--- src/rtl/duck_sprite_fetch.sv ---
// Duck sprite fetch: box test, sprite ROM addressing, animation sequencing and
// vsync-latched position. Palette index/valid emerge two edges after DrawX/DrawY sampling.
module duck_sprite_fetch #(
  parameter int          SPRITE_W   = 32,
  parameter int          SPRITE_H   = 32,
  parameter int          NUM_FRAMES = 3,
  parameter int          FRAME_DIV  = 8,
  parameter logic [3:0]  TRANSP_IDX = 4'd0,
  parameter int          ADDR_W     = $clog2(NUM_FRAMES * SPRITE_W * SPRITE_H)
) (
  input  logic              Clk,
  input  logic              Reset,
  input  logic              vsync,
  input  logic [9:0]        DrawX,
  input  logic [9:0]        DrawY,
  input  logic [9:0]        duck_x,
  input  logic [9:0]        duck_y,
  input  logic              anim_en,
  input  logic              flip_h,
  output logic [ADDR_W-1:0] rom_addr,
  input  logic [3:0]        rom_q,
  output logic [3:0]        pix_index,
  output logic              pix_valid,
  output logic [1:0]        anim_frame
);

  localparam int                DIV_W      = (FRAME_DIV > 1) ? $clog2(FRAME_DIV) : 1;
  localparam logic [DIV_W-1:0]  DIV_LAST   = DIV_W'(FRAME_DIV - 1);
  localparam logic [1:0]        FRAME_LAST = 2'(NUM_FRAMES - 1);
  localparam logic [10:0]       SW11       = 11'(SPRITE_W);
  localparam logic [10:0]       SH11       = 11'(SPRITE_H);
  localparam logic [ADDR_W-1:0] FRAME_SZ   = ADDR_W'(SPRITE_W * SPRITE_H);
  localparam logic [ADDR_W-1:0] ROW_SZ     = ADDR_W'(SPRITE_W);

  logic              vs_q;
  logic              fe;
  logic [9:0]        pos_x;
  logic [9:0]        pos_y;
  logic [DIV_W-1:0]  div_q;
  logic [DIV_W-1:0]  div_d;
  logic [1:0]        frame_q;
  logic [1:0]        frame_d;
  logic [10:0]       col;
  logic [10:0]       row;
  logic [10:0]       c;
  logic              in_box;
  logic [ADDR_W-1:0] addr_d;
  logic              v1;
  logic              v2;

  // Frame event: falling edge of vsync, one clock wide
  always_comb begin
    fe = vs_q & ~vsync;
  end

  always_ff @(posedge Clk or posedge Reset) begin
    if (Reset) begin
      vs_q  <= 1'b1;
      pos_x <= '0;
      pos_y <= '0;
    end else begin
      vs_q <= vsync;
      if (fe) begin
        pos_x <= duck_x;
        pos_y <= duck_y;
      end
    end
  end

  // Animation sequencer: state register / next-state / output
  always_ff @(posedge Clk or posedge Reset) begin
    if (Reset) begin
      div_q   <= '0;
      frame_q <= '0;
    end else begin
      div_q   <= div_d;
      frame_q <= frame_d;
    end
  end

  always_comb begin
    div_d   = div_q;
    frame_d = frame_q;
    if (fe && anim_en) begin
      if (div_q == DIV_LAST) begin
        div_d   = '0;
        frame_d = (frame_q == FRAME_LAST) ? 2'd0 : frame_q + 2'd1;
      end else begin
        div_d = div_q + DIV_W'(1);
      end
    end
  end

  always_comb begin
    anim_frame = frame_q;
  end

  // Box test and address; bit 10 of the 11-bit differences is the borrow
  always_comb begin
    col    = {1'b0, DrawX} - {1'b0, pos_x};
    row    = {1'b0, DrawY} - {1'b0, pos_y};
    in_box = !col[10] && !row[10] && (col < SW11) && (row < SH11);
    c      = flip_h ? (SW11 - 11'd1 - col) : col;
    addr_d = ADDR_W'(frame_q) * FRAME_SZ + ADDR_W'(row) * ROW_SZ + ADDR_W'(c);
  end

  // rom_addr only moves for in-box pixels so the ROM address bus stays quiet elsewhere
  always_ff @(posedge Clk or posedge Reset) begin
    if (Reset) begin
      rom_addr  <= '0;
      v1        <= 1'b0;
      v2        <= 1'b0;
      pix_index <= '0;
      pix_valid <= 1'b0;
    end else begin
      if (in_box) begin
        rom_addr <= addr_d;
      end
      v1        <= in_box;
      v2        <= v1;
      pix_index <= v2 ? rom_q : TRANSP_IDX;
      pix_valid <= v2 && (rom_q != TRANSP_IDX);
    end
  end

endmodule

--- config.mk ---
export PLATFORM = sky130hd
export DESIGN_NAME = duck_sprite_fetch
export DESIGN_NICKNAME = d
export VERILOG_FILES = /design/src/rtl/duck_sprite_fetch.sv
export SDC_FILE = /design/constraint.sdc
export NUM_CORES = 1
export LEC_CHECK = 0
export CAP_MARGIN = 0
export CORE_ASPECT_RATIO = 1.2
export CORE_MARGIN = 1
export CORE_UTILIZATION = 45
export CTS_CLUSTER_SIZE = 28
export DETAILED_ROUTE_END_ITERATION = 7
export PLACE_DENSITY = 0.75
export REMOVE_ABC_BUFFERS = 1
export SLEW_MARGIN = 10
export SYNTH_ARGS = -nofsm -noshare
export SYNTH_HDL_FRONTEND = slang
export SYNTH_SLANG_ARGS = --single-unit
--- constraint.sdc ---
create_clock -name Clk -period 3.4 [get_ports Clk]
set_input_delay 0.51 -clock Clk [delete_from_list [all_inputs] [get_ports Clk]]
set_output_delay 0.51 -clock Clk [all_outputs]
set_load 0.05 [all_outputs]
==> metrics.cfg <==
[status]
status=finished, violations left
violations=negative setup slack

[clock_network]
path_clk_slew_ps=80
insertion_delay_ps=300
numCtsBuffers=5
htree_levels=2
clock_sinks=45
cts_root_buffer=clkbuf_8
cts_tree=built
clock_path_buffers=2

[placement]
dp.cells=504
hpwl_um=5110
gp_congestion=0.804
portBuffers=67

[floorplanning]
die_h_um=92.9
rows=32
coreArea_um2=6530
ios=68
initial_utilization_pct=47.4
die-area_um2=7220
die_w_um=77.7

[worst_setup_path]
cp-end-kind=flop
worstSetupStartpoint=DrawX[1]
cp_max_fo=2
crit-reg2reg-launch=pos_x[0]$_DFFE_PP0P_
reg2reg_depth=17
r2r_slack_ps=-190
startpoint_type=input pin
cp.required_ps=3590
critical_path_arrival_ps=3820
r2r-end=rom_addr[11]$_DFFE_PP0P_
crit_type=input pin to flop

[layout]
drive_above_1_share_pct=26.2
mostFrequentLayoutCell=clkdlybuf4s50_1
area_delta_synth_final_pct=48.3
final_cells=520
fillerInstances=471
most-common-layout-cells=clkdlybuf4s50_1 (61), buf_4 (47), dfrtp_1 (44), nand2_1 (33), inv_1 (26)
finalNetCount=520
n_antenna_cell=0

[sta]
report.final.setup_viol=12
tightest_slew_ps=944
layout_setup_ws_ps=-232
timing.final.crit_share_pct=107
fin_crit_ps=3630
final_hold_viol_count=0
rsz0062_at_grt=true
relSlewSlack_pct=37.0
fmax_mhz=275
fin_skew_ps=6.38
setup-tns-final_ps=-920
slew_violations=0

[synth]
ys_types=44
synth_xor_area_share_pct=8.21
synth_fa_ha_area_share_pct=15.9
async_flop_share_pct=100
synthMuxAreaShare_pct=7.72
synthCells=315
ys_warn_count=0
synth-main-ff-cell=dfrtp_1
synth_top_family_by_area=adder cells
synth_area_per_cell_um2=9.83
ys_ff_latch=45
synth_compound_area_share_pct=15.0
ys_seq_area_share_pct=36.4
synth_edf_count=0
synth_area_um2=3100
synth_simple_gate_area_share_pct=12.3

[hold_path]
hold_class=flop to flop
hold_path_startpoint=v1$_DFF_PP0_
min_to=v2$_DFF_PP0_
min_path_cells=0

[global_route]
grt_pass1_vias=2716
grt_pass1_wl_um=12100
grt_overflow=0
antenna_found_initial=0
grt_max_degree=46
grt_use_total_pct=21.3

[route]
vias=2709
drt_iter0_markers=107
drt_pass1_iterations=6
wl_per_cell_um=14.4
via_per_inst=5.21
postRouteAntennaNets=0
drc=0
routed_wl_um=7510

[flow_run]
drv_cap=0

[power]
swShare_pct=35.6
power.internal_mw=1.70
power_frac_clock_pct=18.1
p_per_area_nw_per_um2=573
max-vdd-ir-drop_v=0.000312
finalPower_mw=2.63
pwr-share-comb_pct=58.1
switching_power_uw=936
seqPwrFrac_pct=23.8
cellLeakagePower_nw=2.15

-- flip-flops by register name, indices dropped and copies added (netlist names) --
| name | cells |
|---|---|
| anim_frame | 2 |
| div_q | 3 |
| pix_index | 4 |
| pos_x | 10 |
| v2 | 1 |
| rom_addr | 12 |
| v1 | 1 |
| pix_valid | 1 |
| vs_q | 1 |
| pos_y | 10 |
-- metrics by stage --
step                      hold slack, ps  setup WS [ps]  instance area [um2]  utilization [%]
after floorplan                      331           -407                 3060                -
after global placement               337           -902                 4170             63.9
after detailed placement             340           -972                 4170             63.9
after CTS                            375           -153                 4470             68.4
after global routing                 378           -422                 4590             70.3
final                                370           -232                 4590             70.3
-- worst max-delay path by stage --
stage,to,slack (ps),cells after the start
after floorplan,rom_addr[11]$_DFFE_PP0P_,-410,18
after global routing,rom_addr[11]$_DFFE_PP0P_,-420,18
after global placement,rom_addr[11]$_DFFE_PP0P_,-900,19
after CTS,rom_addr[11]$_DFFE_PP0P_,-150,17
final,rom_addr[11]$_DFFE_PP0P_,-230,18
after detailed placement,rom_addr[10]$_DFFE_PP0P_,-970,18
-- logic make-up (layout without fill, tap and decap cells) --
group,count (synthesis),count (layout)
compound gates,76,76
xor+xnor,29,29
fa+ha+maj,37,37
buf+inv,35,154
flops,45,45
mux,18,18
simple gates,75,76
-- routing by layer --
metal	track usage [%]	vias to the layer above	part of all wire, %
met4	8.02	0	3.2
met1	26.1	1278	43
met3	2.86	22	3.3
met2	37.5	77	50
li1	-	1332	-
met5	0	-	0
-- cells in the mapped netlist, types with 2 or more instances --
cell type	count	share of area, %
a21oi_1	18	2.9
xnor2_1	21	5.9
dfrtp_1	44	36
nand2_1	33	4.0
nand3_1	6	0.97
xor2_1	8	2.3
nor2b_1	5	1.0
fa_1	4	2.6
o21a_1	2	0.48
mux2_4	10	4.9
mux2_2	7	2.5
nor2_1	9	1.1
nor3_1	3	0.48
o211ai_1	4	0.97
o21ai_0	29	4.7
and2_1	5	1.0
o21bai_1	2	0.48
a21o_1	8	1.9
ha_1	33	13
clkbuf_1	6	0.73
a31oi_1	3	0.61
inv_1	28	3.4
nor4b_1	3	0.85
nand2b_1	4	0.81
-- worst max-delay path, stage by stage --
cell and delay (ps):
dlygate4sd2_1 270, ha_1 290, nand2b_1 90, a21oi_2 230, o22ai_4 120, xnor2_2 210, inv_1 80, ha_2 180
nor2b_1 130, xnor2_1 150, ha_1 280, ha_1 280, a21o_1 170, a21o_1 160, a21o_1 160, a21oi_2 170
xnor2_1 80, mux2_4 260
-- power by group through the flow --
stage,clock network [mW],registers (mW),logic (mW)
after detailed placement,0,0.636,1.23
final,0.476,0.626,1.53
after global placement,0,0.634,1.19
after CTS,0.485,0.626,1.39
after floorplan,0,0.669,0.752
after global routing,0.502,0.634,1.68
-- timing repair --
action	4_1_cts	5_1_grt
pin swaps	26	15
resized for setup	29	20
hold buffers	0	0
setup buffers	5	4
endpoints found under the setup margin	12	12
cloned	1	0
-- final cells by class --
cell class              count  area [um2]  area share [%]
clock buffers               5        68.8            1.50
clock inverters             3        65.1            1.42
repair buffers            118        1060            23.2
multi-input cells         236        2050            44.7
inverters                  28         105            2.29
well taps                  85         106            2.32
flip-flops and latches     45        1130            24.6
Power figures use the tool's default switching activity.
